File: src/rtl/passcode_programmer.sv
// passcode_programmer
//   Writer side of the passcode lock. An unlocked user (prog_en high) presses
//   the button once to start. The user then enters four new digits on SW and
//   re-enters the same four digits to confirm. The staged code is committed to
//   `code` only when both entries match. `code` feeds the passcode checker in
//   place of fixed constants.
//
//   Optional feature macro: PASSCODE_PROG_TIMEOUT_EN
//     defined   - an inactivity timeout aborts entry after TIMEOUT_CYCLES idle cycles
//     undefined - no timeout counter; entry ends only by completion, prog_en low or rst
//
//   state      | meaning
//   -----------+----------------------------------------------------------
//   ST_IDLE    | waiting for a start press while prog_en is high
//   ST_NEW     | collecting the four digits of the new code into stage
//   ST_CONFIRM | collecting four confirmation digits, accumulating mismatch
//
// Ports
//   clk        in   system clock
//   rst        in   synchronous active-high reset
//   btn0       in   raw push button, active-low
//   SW[3:0]    in   digit value, sampled on an accepted press
//   prog_en    in   programming permitted (checker's passcode_correct)
//   code[15:0] out  stored passcode (A=[15:12] .. D=[3:0])
//   prog_state out  0=IDLE 1=NEW 2=CONFIRM
//   digit_idx  out  index of the next digit to be entered
//   prog_done  out  one-cycle pulse, new code committed
//   prog_error out  one-cycle pulse, mismatch / abort / timeout
//   led[3:0]   out  one-hot digit_idx (led[3] = idx 0) outside IDLE, else 0
module passcode_programmer #(
  parameter logic [15:0] DEFAULT_CODE   = 16'h1224,
  parameter int          TIMEOUT_CYCLES = 1_000_000_000
) (
  input  logic        clk,
  input  logic        rst,
  input  logic        btn0,
  input  logic [3:0]  SW,
  input  logic        prog_en,
  output logic [15:0] code,
  output logic [1:0]  prog_state,
  output logic [1:0]  digit_idx,
  output logic        prog_done,
  output logic        prog_error,
  output logic [3:0]  led
);

  typedef enum logic [1:0] {
    ST_IDLE    = 2'd0,
    ST_NEW     = 2'd1,
    ST_CONFIRM = 2'd2
  } state_t;

  if (TIMEOUT_CYCLES < 2) begin : g_bad_timeout
    $error("passcode_programmer: TIMEOUT_CYCLES must be at least 2");
  end

  function automatic logic [3:0] get_digit(input logic [15:0] v, input logic [1:0] i);
    logic [3:0] d;
    case (i)
      2'd0:    d = v[15:12];
      2'd1:    d = v[11:8];
      2'd2:    d = v[7:4];
      default: d = v[3:0];
    endcase
    return d;
  endfunction

  function automatic logic [15:0] put_digit(input logic [15:0] v, input logic [1:0] i,
                                            input logic [3:0] d);
    logic [15:0] r;
    r = v;
    case (i)
      2'd0:    r[15:12] = d;
      2'd1:    r[11:8]  = d;
      2'd2:    r[7:4]   = d;
      default: r[3:0]   = d;
    endcase
    return r;
  endfunction

  state_t      state;
  logic        s1;
  logic        s2;
  logic        press;
  logic [15:0] stage;
  logic        mm;
  logic [1:0]  idx;
  logic        mm_total;
  logic        timeout_hit;
  logic        abort_req;

  // One press per low-going edge of the (inverted) button.
  assign press = s1 & ~s2;

  // Mismatch including the digit being confirmed right now, so the last
  // confirmation digit takes part in the commit decision.
  assign mm_total = mm | (SW != get_digit(stage, idx));

  // prog_en low wins over a press; a press wins over the timeout.
  assign abort_req = (state != ST_IDLE) && (!prog_en || (!press && timeout_hit));

`ifdef PASSCODE_PROG_TIMEOUT_EN
  localparam int            TW       = $clog2(TIMEOUT_CYCLES);
  localparam logic [TW-1:0] TMR_LAST = TW'(TIMEOUT_CYCLES - 1);

  logic [TW-1:0] tmr;

  // Held at zero in IDLE, so entering NEW starts from a cleared count.
  always_ff @(posedge clk) begin
    if (rst) begin
      tmr <= '0;
    end else if (state == ST_IDLE || press) begin
      tmr <= '0;
    end else if (tmr != TMR_LAST) begin
      tmr <= tmr + TW'(1);
    end
  end

  assign timeout_hit = (state != ST_IDLE) && (tmr == TMR_LAST);
`else
  assign timeout_hit = 1'b0;
`endif

  always_ff @(posedge clk) begin
    if (rst) begin
      state      <= ST_IDLE;
      idx        <= 2'd0;
      stage      <= 16'h0000;
      mm         <= 1'b0;
      code       <= DEFAULT_CODE;
      prog_done  <= 1'b0;
      prog_error <= 1'b0;
      s1         <= 1'b0;
      s2         <= 1'b0;
    end else begin
      s1         <= ~btn0;
      s2         <= s1;
      prog_done  <= 1'b0;
      prog_error <= 1'b0;
      if (abort_req) begin
        state      <= ST_IDLE;
        idx        <= 2'd0;
        stage      <= 16'h0000;
        mm         <= 1'b0;
        prog_error <= 1'b1;
      end else begin
        case (state)
          ST_IDLE: begin
            if (press && prog_en) begin
              state <= ST_NEW;
              idx   <= 2'd0;
              mm    <= 1'b0;
            end
          end
          ST_NEW: begin
            if (press) begin
              stage <= put_digit(stage, idx, SW);
              idx   <= idx + 2'd1;
              if (idx == 2'd3) begin
                state <= ST_CONFIRM;
              end
            end
          end
          ST_CONFIRM: begin
            if (press) begin
              idx <= idx + 2'd1;
              if (idx == 2'd3) begin
                state <= ST_IDLE;
                mm    <= 1'b0;
                if (mm_total) begin
                  prog_error <= 1'b1;
                end else begin
                  code      <= stage;
                  prog_done <= 1'b1;
                end
              end else begin
                mm <= mm_total;
              end
            end
          end
          default: begin
            state <= ST_IDLE;
            idx   <= 2'd0;
          end
        endcase
      end
    end
  end

  assign prog_state = state;
  assign digit_idx  = idx;
  assign led        = (state == ST_IDLE) ? 4'b0000 : (4'b1000 >> idx);

endmodule
File: config.mk
export PLATFORM = sky130hd
export DESIGN_NAME = passcode_programmer
export DESIGN_NICKNAME = d
export VERILOG_FILES = /design/src/rtl/passcode_programmer.sv
export SDC_FILE = /design/constraint.sdc
export NUM_CORES = 1
export LEC_CHECK = 0
export ABC_AREA = 1
export CAP_MARGIN = 25
export CELL_PAD_IN_SITES_DETAIL_PLACEMENT = 1
export CELL_PAD_IN_SITES_GLOBAL_PLACEMENT = 1
export CORE_MARGIN = 3
export CORE_UTILIZATION = 40
export CTS_BUF_LIST = sky130_fd_sc_hd__clkbuf_16
export DETAILED_ROUTE_END_ITERATION = 7
export PLACE_DENSITY_LB_ADDON = 0.05
export SYNTH_ARGS = -nofsm -noshare
export SYNTH_HDL_FRONTEND = slang
export SYNTH_SLANG_ARGS = --single-unit
File: constraint.sdc
create_clock -name clk -period 2.9 [get_ports clk]
set_clock_uncertainty 0.15 [all_clocks]
set_input_delay 0.58 -clock clk [delete_from_list [all_inputs] [get_ports clk]]
set_output_delay 0.58 -clock clk [all_outputs]
set_load 0.02 [all_outputs]
* Word-level counts from Yosys, hierarchy flattened *
Cells that the tools add are included.

operators by class
  add/subtract/negate cells = 1
  multipliers = 0
  divide/modulo/power cells = 0
  magnitude comparators = 0
  eq/ne operators = 12
  shift operators = 1
  mux-type cells = 21
  bitwise operators = 10
  reduce and logical (&&, ||, !) cells = 19

operators with widths
  operator                                                                count
  3-bit AND reduction                                                     5
  2-bit two-way mux                                                       7
  4-bit case mux with 3 select lines                                      1
  2-bit != test (second input constant)                                   5
  5-bit AND reduction                                                     2
  1-bit two-way mux                                                       9
  1-bit NOT                                                               8
  2-bit equality test (second input constant)                             3
  2-bit case mux with 3 select lines                                      1
  5-bit OR reduction                                                      1
  2-bit by 1-bit equality test with 1-bit output (second input constant)  2
  2-bit zero test                                                         2
  4-bit two-way mux                                                       1
  4-bit != test                                                           1
  2-bit case mux with 2 select lines                                      1
  2-bit nonzero test                                                      2
  2-bit OR reduction                                                      2
  4-bit by 2-bit >> shifter with 4-bit output (first input constant)      1
  3-bit OR reduction                                                      1
  2-bit by 1-bit adder with 2-bit output (second input constant)          1
  1-bit logical AND                                                       2
  2-bit by 1-bit != test with 1-bit output (second input constant)        1
  1-bit case mux with 2 select lines                                      1
  2-bit AND reduction                                                     1
  other kinds (3)                                                         3

word-level totals
  register bits = 41
  bits in latches = 0
  RAM bits = 0
  bits in read-only memories = 0
  bits of input ports = 8
  output and inout bits = 26
  word-level logic and storage cells = 76
  memories kept = 0

* Longest topological paths before layout *
  depth after elaboration = 9
  gate-level depth with buffers = 16
  depth with buffers taken out = 15

* Least setup slack after synthesis *
OpenSTA, ideal clock, no wires.

  path kind = reg2reg
  start = reg idx[0], in the netlist digit_idx[0]
  end = reg code[12]
  library setup time = 130 ps
  data arrival time = 1872 ps
  required time = 2620 ps
  slack = 748 ps
  cell stages (with the launch flop) = 14
  buffers on the path = 1
  clock period less this slack = 2152 ps
  cell sequence = dfxtp_1 > inv_1 > ha_1 > a21oi_2 > nand2_2 > nand3_1 > nand2_1 > inv_1 > nand3_4 > nor2_8 > nand3_4 > buf_6 > nand2_1 > nand3_1

between the ends
  cells in the longest elaborated chain, start to end = 6
  elaborated cells on any way between the ends = 9
  classes of those cells = eq/ne: 4; mux: 1; bitwise: 2; reduce/logical: 2

RTL lines
  item                                         RTL line  text
  from (decl)                                  87        logic [1:0] idx;
  from (signal assigned)                       158       idx <= idx + 2'd1;
  from (signal assigned)                       166       idx <= idx + 2'd1;
  2-bit equality test (tied with other cells)  59        case (i)
  4-bit case mux with 3 select lines           59
  4-bit != test                                97        assign mm_total = mm | (SW != get_digit(stage, idx));
  1-bit bitwise OR                             97
  1-bit NOT (no line)                          n/a
  5-bit AND reduction (no line) (*)            n/a
  to (signal assigned)                         173       code <= stage;
  to (decl)                                    39        output logic [15:0] code,

Mark *: on every way between the ends. The rest lies on a longest branch, timed or not.
A chain may end at the register's enable or synchronous reset.

* Worst setup path after layout *
  start = reg idx[0], in the netlist digit_idx[0]
  end = out led[3]

between the ends
  cells in the longest elaborated chain, start to end = 2

RTL lines
  item                                         RTL line  text
  4-bit by 2-bit >> shifter with 4-bit output  192       assign led = (state == ST_IDLE) ? 4'b0000 : (4'b1000 >> idx);
  4-bit two-way mux                            192
  to (decl)                                    44        output logic [3:0] led

Every way passes these cells.

==> run metrics <==
run status complete, no violations; Chip Width 78.3 um; actual slew at the worst max-slew pin 647 ps; count of final setup violators 0; cell count after placement 396; Seq/Total Area, Yosys 39.3%; Power per Cell Area 515 mW/mm2; type of the worst setup path flop to output pin; via count of the routed design 1972; die area 0.00613 mm2; Placeable Area 0.00488 mm2; final weighted congestion in routability-driven placement 0.846; FFs w/ async S/R, synth 0%; post-placement cell area 0.00249 mm2; number of flops mapped to enable cells by yosys 0; type of origin of the critical path flop; final standard cell area without fillers 0.00263 mm2; fraction of final layout cells sized beyond drive strength 1 10.7%; initial standard-cell utilization of the core 42.8%; Critical R2R Launch digit_idx[0]; Fin. Hold Viols 0; port buffer count 33; Syn Area/Cell 6.97 um2; met2 track utilization from global routing 32.5%; count of final max-slew check failures 0; largest net degree at the start of global routing 19; mean routed wirelength per cell 13.5 um; achievable frequency 377 MHz; Static Leak 1.10 nW; clock latency of the later-clocked register in the worst-skew pair 280 ps; number of remaining DRC errors 0; relative slew slack 56.7%; depth of the CTS H-tree 2; data required time at the worst endpoint 2170 ps; Die Height 78.3 um; Post-CTS Repair Setup Buffers 0; largest vdd supply drop 0.000284 V; setup TNS after final layout 0 ps; Final Instance Count excl. Fillers 404; synth unique cells 22; number of routed nets with antenna violations 0; post-synthesis instance area 0.00209 mm2; met3 track demand over resource in global routing 3.44%; number of nets in the finished design 351; clock tree from TritonCTS done; first-pass GRT wire length 9460 um; half-perimeter wire length after detailed placement 4170 um; critical-path cell list inv_1 > ha_1 > inv_1 > nor2_1 > clkdlybuf4s50_1; CP most frequent cell inv_1; number of gates given a new drive strength after cts 0; critical path launch point digit_idx[0]; initial DRC count 61; number of synthesized register bits 41; endpoint class of the critical path output pin; number of violations of the max-capacitance limit 0; drt via density 4.88; setup repair after global routing missed its margin no; Synth area leader dfxtp_1; synthesized instance count 300; hold_buf cts 0; hold path start s1; io pins 34; CTS Buf Count 5; Critical Path AT 1930 ps; filler cell count in the final layout 669; most used routing layer in global routing met2; clock transition at the register clock pins on the worst setup and hold paths after CTS 60 ps; number of cell rows 25; vias in the first global route 1960; number of buffers on the longest clock path 2; library cell contributing the largest single delay on the critical path clkdlybuf4s50_1; commonest register cell after synthesis dfxtp_1; syn nets 315; share of the synthesized area in the top cell type 39.3%; combined global-route utilization of all metal layers 19.5%; antenna violations before repair 0; post-detailed-routing wire length 5450 um; global routing usage on met1 24.9%; period utilization 91.6%; leading post-synthesis cells by cell area dfxtp_1, nand2_1, inv_1, a21oi_1, nand4_1; maximum cell stage delay along the critical path 610 ps; Synth warnings 0; total congestion overflow after global routing 0; Tmin final 2660 ps; number of sinks on the clock net 41; count of antenna diodes in the layout 0; highest fanout seen on the critical path 6; root buf cell clkbuf_16; drt pass-1 iters 4; worst min-delay path class flop to flop; layout overhead on the synthesized area 25.8%; final standard cell utilization of the core 53.9%; total power 0.00136 W
worst paths after layout:
| path | depth (start not counted) | slack, ps | to |
|---|---|---|---|
| min | 2 | 290 | s2 |
| min reg2reg | 2 | 290 | s2 |
| max | 5 | 240 | led[3] |
| max reg2reg | 13 | 540 | code[3] |
area by class of cell:
type,instances,area (um2),share of cell area [%]
Sequential cell,41,821,31.2
Inverter,63,236,9.00
Clock buffer,5,125,4.76
Clock inverter,3,13.8,0.524
Timing Repair Buffer,37,360,13.7
Tap cell,67,83.8,3.19
Multi-Input combinational cell,188,988,37.6
cell families (layout without fill, tap and decap cells):
group                      Yosys count  count (layout)  share of synthesized area, %
adders and majority gates            7               7                          4.19
AOI/OAI and AO/OA                   46              46                          11.6
buffers and inverters               71             108                          13.4
DFF                                 41              41                          39.3
and+or+nand+nor                    135             135                          31.5
flip-flops by register name, summed over array words and instances, names as in the netlist:
name	cells
s1	1
digit_idx	2
prog_state	2
mm	1
s2	1
prog_done	1
stage	16
code	16
prog_error	1
stage by stage:
stage	hold slack (ps)	setup slack (ps)
2_1_floorplan	260	748
3_3_place_gp	264	398
3_5_place_dp	277	362
4_1_cts	295	223
5_1_grt	310	144
6_report	288	244
routing by layer:
| layer | routed length [um] | vias to the layer above |
|---|---|---|
| met5 | 0 | - |
| met4 | 80 | 0 |
| met3 | 217 | 8 |
| met2 | 2630 | 40 |
| met1 | 2520 | 916 |
| li1 | - | 1008 |
critical path, delay by kind of cell, from the launching register on:
kind / cells / cell delay, ps
buf+inv: 3 / 840
fa+ha+maj: 1 / 360
flops: 1 / 340
simple gates: 1 / 100
report_power, final:
part | total, W | leakage [nW] | internal [W] | switching [W]
clock network | 0.000531 | 0.0748 | 0.000312 | 0.000218
logic | 0.000233 | 0.699 | 0.0000820 | 0.000151
registers | 0.000591 | 0.331 | 0.000578 | 0.0000130
total | 0.00136 | 1.10 | 0.000972 | 0.000383
cell usage after synthesis, types with 4 or more instances:
library cell   n
nor2_2         6
a21oi_1       23
nand3_1       12
o21ai_0       19
nand2_2        7
inv_2          5
inv_1         56
ha_1           7
dfxtp_1       41
nor2_1        23
clkbuf_1       4
nand4_1       16
nand2_1       66
layout by cell type, fill, tap and decap left out:
cell and count:
a21oi_1 23, nand2_2 7, clkdlybuf4s50_1 33, clkinv_2 2
inv_2 5, inv_1 57, nand3_2 1, nor2_8 1
buf_4 4, dfxtp_1 41, nor2_2 6, a211oi_1 2
nand2_1 66, nor2_1 23, nand4_1 16, clkbuf_16 5
clkinv_1 2, a21oi_2 2, nand3_4 3, o21ai_0 19
nand3_1 12, ha_1 7
Power figures use the tool's default switching activity.
